===== src/rtl/toggle_cover_detect_pkg.sv =====
// Shared sizing and cover-point index helpers for the toggle coverage detector.
package toggle_cover_detect_pkg;

  function automatic int npt(input int sig_w);
    return 2 * sig_w;
  endfunction

  function automatic int cnt_w(input int sig_w);
    return $clog2(2 * sig_w + 1);
  endfunction

  function automatic int pt_rise(input int i);
    return 2 * i;
  endfunction

  function automatic int pt_fall(input int i);
    return 2 * i + 1;
  endfunction

endpackage


===== src/rtl/toggle_cover_detect_if.sv =====
// Monitored-signal bundle and cover outputs; master drives stimulus, slave is the detector.
interface toggle_cover_detect_if #(
  parameter int SIG_W = 11
);
  import toggle_cover_detect_pkg::*;

  localparam int NPT   = npt(SIG_W);
  localparam int CNT_W = cnt_w(SIG_W);

  logic             en;
  logic             clear;
  logic [SIG_W-1:0] sig;
  logic [NPT-1:0]   valid;
  logic [CNT_W-1:0] covered_cnt;
  logic             all_covered;

  modport master (
    output en, clear, sig,
    input  valid, covered_cnt, all_covered
  );

  modport slave (
    input  en, clear, sig,
    output valid, covered_cnt, all_covered
  );

endinterface


===== src/rtl/toggle_cover_detect_bit.sv =====
// One monitored bit: sampled history, sticky rise/fall hit mask, registered cover pulses.
// Index 0 of each 2-bit bus is the rise point, index 1 the fall point.
module toggle_cover_detect_bit #(
  parameter int ONCE = 1
) (
  input  logic       clock,
  input  logic       reset,
  input  logic       en,
  input  logic       armed,
  input  logic       clear,
  input  logic       sig_i,
  output logic [1:0] valid_o,
  output logic [1:0] mask_nxt_o
);

  logic       sig_q,   sig_d;
  logic [1:0] mask_q,  mask_d;
  logic [1:0] valid_q, valid_d;
  logic [1:0] hit;

  always_comb begin
    hit     = 2'b00;
    sig_d   = sig_q;
    if (en) begin
      sig_d = sig_i;
      if (armed) begin
        hit = {~sig_i & sig_q, sig_i & ~sig_q};
      end
    end
    // Clear wins over a hit on the same edge, so that toggle is dropped entirely.
    mask_d  = clear ? 2'b00 : (mask_q | hit);
    if (clear) begin
      valid_d = 2'b00;
    end else if (ONCE != 0) begin
      valid_d = hit & ~mask_q;
    end else begin
      valid_d = hit;
    end
  end

  always_ff @(posedge clock or posedge reset) begin
    if (reset) begin
      sig_q   <= 1'b0;
      mask_q  <= 2'b00;
      valid_q <= 2'b00;
    end else begin
      sig_q   <= sig_d;
      mask_q  <= mask_d;
      valid_q <= valid_d;
    end
  end

  assign valid_o    = valid_q;
  assign mask_nxt_o = mask_d;

endmodule


===== src/rtl/toggle_cover_detect.sv =====
// Per-bit toggle cover detector: one-cycle registered pulse per rise/fall point, optional
// report-once masking, and a running count of covered points.
module toggle_cover_detect
  import toggle_cover_detect_pkg::*;
#(
  parameter int SIG_W = 11,
  parameter int ONCE  = 1
) (
  input  logic                  clock,
  input  logic                  reset,
  toggle_cover_detect_if.slave  bus
);

  localparam int NPT   = npt(SIG_W);
  localparam int CNT_W = cnt_w(SIG_W);

  localparam logic [0:0] ST_UNPRIMED = 1'b0;
  localparam logic [0:0] ST_ARMED    = 1'b1;

  logic [0:0]       state_q, state_d;
  logic [CNT_W-1:0] cnt_q,   cnt_d;
  logic             all_q,   all_d;
  logic [NPT-1:0]   valid_all;
  logic [NPT-1:0]   mask_nxt;
  logic             armed;

  assign armed = (state_q == ST_ARMED);

  for (genvar i = 0; i < SIG_W; i++) begin : g_bit
    logic [1:0] bit_vld;
    logic [1:0] bit_mask;

    toggle_cover_detect_bit #(
      .ONCE (ONCE)
    ) u_bit (
      .clock      (clock),
      .reset      (reset),
      .en         (bus.en),
      .armed      (armed),
      .clear      (bus.clear),
      .sig_i      (bus.sig[i]),
      .valid_o    (bit_vld),
      .mask_nxt_o (bit_mask)
    );

    assign valid_all[pt_rise(i)] = bit_vld[0];
    assign valid_all[pt_fall(i)] = bit_vld[1];
    assign mask_nxt[pt_rise(i)]  = bit_mask[0];
    assign mask_nxt[pt_fall(i)]  = bit_mask[1];
  end

  // Any gap in sampling drops the baseline; the next enabled edge only re-captures sig.
  always_comb begin
    state_d = bus.en ? ST_ARMED : ST_UNPRIMED;
  end

  always_comb begin
    cnt_d = '0;
    for (int p = 0; p < NPT; p++) begin
      cnt_d = cnt_d + CNT_W'(mask_nxt[p]);
    end
    all_d = (cnt_d == CNT_W'(NPT));
  end

  always_ff @(posedge clock or posedge reset) begin
    if (reset) begin
      state_q <= ST_UNPRIMED;
      cnt_q   <= '0;
      all_q   <= 1'b0;
    end else begin
      state_q <= state_d;
      cnt_q   <= cnt_d;
      all_q   <= all_d;
    end
  end

  assign bus.valid       = valid_all;
  assign bus.covered_cnt = cnt_q;
  assign bus.all_covered = all_q;

endmodule

===== src/flat_wrapper.sv =====
// flat-port wrapper written by rule: the top's interface ports become plain ports
module toggle_cover_detect_flat import toggle_cover_detect_pkg::*;
#(
  parameter int SIG_W = 11,
  parameter int ONCE  = 1
)
  (clock, reset, bus_en, bus_clear, bus_sig, bus_valid, bus_covered_cnt, bus_all_covered);
  toggle_cover_detect_if #(.SIG_W(SIG_W)) bus_i ();
  input  logic clock;
  input  logic reset;
  input wire logic [$bits(bus_i.en)-1:0] bus_en;
  input wire logic [$bits(bus_i.clear)-1:0] bus_clear;
  input wire logic [$bits(bus_i.sig)-1:0] bus_sig;
  output wire logic [$bits(bus_i.valid)-1:0] bus_valid;
  output wire logic [$bits(bus_i.covered_cnt)-1:0] bus_covered_cnt;
  output wire logic [$bits(bus_i.all_covered)-1:0] bus_all_covered;
  assign bus_i.en = bus_en;
  assign bus_i.clear = bus_clear;
  assign bus_i.sig = bus_sig;
  assign bus_valid = bus_i.valid;
  assign bus_covered_cnt = bus_i.covered_cnt;
  assign bus_all_covered = bus_i.all_covered;
  toggle_cover_detect #(.SIG_W(SIG_W), .ONCE(ONCE)) u_core (.clock(clock), .reset(reset), .bus(bus_i));
endmodule

===== config.mk =====
export PLATFORM = sky130hd
export DESIGN_NAME = toggle_cover_detect_flat
export DESIGN_NICKNAME = d
export VERILOG_FILES = /design/src/rtl/toggle_cover_detect_pkg.sv /design/src/rtl/toggle_cover_detect_if.sv /design/src/rtl/toggle_cover_detect_bit.sv /design/src/rtl/toggle_cover_detect.sv /design/src/flat_wrapper.sv
export SDC_FILE = /design/constraint.sdc
export NUM_CORES = 1
export LEC_CHECK = 0
export ABC_AREA = 1
export BUFFER_PORTS_ARGS = -buffer_cell sky130_fd_sc_hd__buf_2
export CAP_MARGIN = 25
export CORE_UTILIZATION = 60
export DETAILED_ROUTE_END_ITERATION = 6
export PLACE_DENSITY = 0.89
export SETUP_SLACK_MARGIN = 0.2
export SLEW_MARGIN = 10
export SYNTH_ARGS = -nofsm -noshare
export SYNTH_HDL_FRONTEND = slang
export SYNTH_SLANG_ARGS = --single-unit

===== constraint.sdc =====
create_clock -name clock -period 9.2 [get_ports clock]
set_input_delay 0.46 -clock clock [delete_from_list [all_inputs] [get_ports clock]]
set_output_delay 0.46 -clock clock [all_outputs]
set_load 0.005 [all_outputs]

==> impl_metrics.tcl <==
set metrics [dict create \
    hold_ws_ns 0.3333 \
    relSlewSlack_pct 50.27 \
    dr_total_vias 1864 \
    synth.most_common_cell "dfrtp_1" \
    grtUsageTotal_pct 24.50 \
    grt_pass1_wl_mm 8.700 \
    drtPass1Iterations 4 \
    via_per_inst 5.178 \
    synth_common_cells "dfrtp_1 (62), inv_1 (54), nand2_1 (31)" \
    hold_violations 0 \
    cts_resized 0 \
    cts_sinks 62 \
    cp_cell_sequence "buf_2 -> inv_1 -> nand2_1 -> nand2_1 -> ha_1 -> inv_1 -> fa_1 -> fa_1 -> fa_1 -> fa_1 -> inv_1 -> fa_1 -> inv_1 -> fa_1 -> fa_1 -> nand3b_1 -> nand2_1 -> nand3_1 -> nor2_1" \
    max_stage_delay_ns 0.54 \
    fin_crit_ns 5.387 \
    cp_common_cell "fa_1" \
    endpoint_kind "flip-flop" \
    drtIter0Drc 157 \
    yosysUniqueCellTypes 19 \
    yosys_warnings 0 \
    cp.depth 19 \
    syn_nets 292 \
    synthTopCellsByArea "dfrtp_1 (57%), fa_1 (11%), inv_1 (7.4%)" \
    antenna_left 0 \
    tightestPinTransition_ns 0.7459 \
    die_x_um 69.38 \
    grt_pass1_vias 1871 \
    worstPathRequired_ns 9.47 \
    post_drt_wl_per_cell_um 14.09 \
    synth_edf_count 0 \
    async_flop_share_pct 100.0 \
    multi_input_area_um2 944.7 \
    synth.avg_cell_area_um2 10.68 \
    area_growth_pct 15.76 \
    postCtsSetupBuffers 0 \
    fin_ws_ns 3.813 \
    drv_slew 0 \
    path_clk_slew_ns 0.06 \
    netlist_instances 255 \
    grt-ovfl-total 0 \
    detailed_place_hpwl_mm 3.687 \
    cts_tree "yes" \
    n_antenna_cell 0 \
    dieHeight_um 69.38 \
    die_area_um2 4813 \
    fillers 291 \
    io_buffers 42 \
    synth_top_area_share_pct 56.96 \
    grt_max_degree 63 \
    critPathArrivalTime_ns 5.65 \
    numCtsBuffers 9 \
    grt_antenna_before_repair 0 \
    status "complete, no violations" \
    setup_viol 0 \
    critPathSlowestCell "fa_1" \
    clock_path_buffers 2 \
    maxCapViolCount 0 \
    cts-root-buf "clkbuf_8" \
    yosysTopAreaCell "dfrtp_1" \
    cp-start-kind "input port" \
    hp-class "in -> async" \
    rsz0062_at_grt "false" \
    crit_type "in -> reg" \
    fin_util_pct 72.41 \
    clock.fmax_mhz 185.6 \
    skew_ns 0.004653 \
    p_per_area_nw_per_um2 185.0 \
    initial_core_util_pct 62.56 \
    gp_congestion 0.8084 \
    wirelength_mm 5.071 \
    yosysSeqAreaShare_pct 56.96 \
    htreeDepth 3 \
    ctsHoldBuffers 0 \
    nets 341 \
    tns_ns 0 \
    coreArea_um2 4354 \
    clk_latency_ns 0.33 \
    drc 0 \
    drive_above_1_share_pct 20.13 \
    worstRegToRegCells 19 \
    critPathTopFamily "adder cells" \
    totalPowerFinal_mw 0.5834 \
    num_rows 24 \
    leakage_nw 1.786 \
    synth_area_um2 2724 \
    synth_ff_type "dfrtp_1" \
    synth.ff_latch_count 62 \
    pre_cts_slack_ns 3.482 \
    critPathMaxFanout 23 \
    irDropWorstVdd_mv 0.08822 \
    area.sequential_um2 1551 \
    crit_buf_inv 5 \
    post-route-period-util_pct 58.56 \
    ios 43 \
]
power by group:
group,leakage (nW),switching [mW],internal (mW)
sequential,0.832,0.00514,0.288
combinational,0.867,0.0536,0.0318
clock,0.0865,0.0937,0.111
sequential cells by signal, indices dropped and copies added, names as in the netlist:
signal	flops
u_core.bus.covered_cnt	5
u_core.g_bit.u_bit.mask_q	22
u_core.g_bit.u_bit.sig_q	11
u_core.bus.all_covered	1
u_core.g_bit.u_bit.valid_o	22
u_core.armed	1
stage by stage:
stage | cells | cell area (um2)
CTS | 360 | 3153
global placement | 345 | 2985
global route | 360 | 3153
finish | 360 | 3153
detailed placement | 345 | 2985
floorplan | 255 | 2724
tightest hold or removal path: cells and delay by family:
family | cells | cell delay [ns]
buffers and inverters | 3 | 0.70
layout by cell type (no fill, tap or decap):
cell	n
a21oi_1	6
clkbuf_1	3
clkinv_2	1
nand3_1	14
nor2_4	1
o21ai_0	18
nand3b_1	5
nor2_1	10
buf_4	1
buf_2	42
dfrtp_1	62
ha_1	7
clkbuf_8	11
inv_1	53
xnor2_1	1
nand2_2	1
nor3_1	14
nand2_1	31
nor3b_1	7
inv_2	2
fa_1	15
a21oi_2	3
cells by family (layout without fill, tap and decap cells):
family | after synthesis | after routing | synth area share [%]
flops | 62 | 62 | 56.96
fa+ha+maj | 22 | 22 | 14.24
compound gates | 27 | 27 | 5.375
simple gates | 83 | 83 | 14.75
xor+xnor | 1 | 1 | 0.3216
buf+inv | 60 | 113 | 8.360
area by class of cell:
cell class | count | area share, %
flip-flops and latches | 62 | 49.21
multi-input cells | 133 | 29.96
repair buffers | 43 | 6.905
inverters | 55 | 6.548
clock buffers | 14 | 5.159
well taps | 52 | 2.063
clock inverters | 1 | 0.1587
layer usage:
layer	up-vias	share of wire, %	GRT usage (%)
met5	-	0	0
met3	6	6.6	8.430
met1	902	42	32.00
met2	70	49	38.08
met4	0	1.6	9.524
li1	886	-	-
worst paths after layout:
path                                                   from                                end  slack [ns]
hold reg to reg            u_core.g_bit[10].u_bit.mask_q[0]  u_core.g_bit[10].u_bit.valid_o[0]        0.42
min in group clock                               bus_sig[7]        u_core.g_bit[7].u_bit.sig_q        0.37
setup / recovery                                  bus_clear             u_core.bus.all_covered        3.81
hold / removal                                        reset        u_core.g_bit[4].u_bit.sig_q        0.33
max in group asynchronous                             reset   u_core.g_bit[3].u_bit.valid_o[0]        8.38
setup reg to reg                               u_core.armed             u_core.bus.all_covered        3.99
No activity file was read; power rests on OpenSTA's default activity.
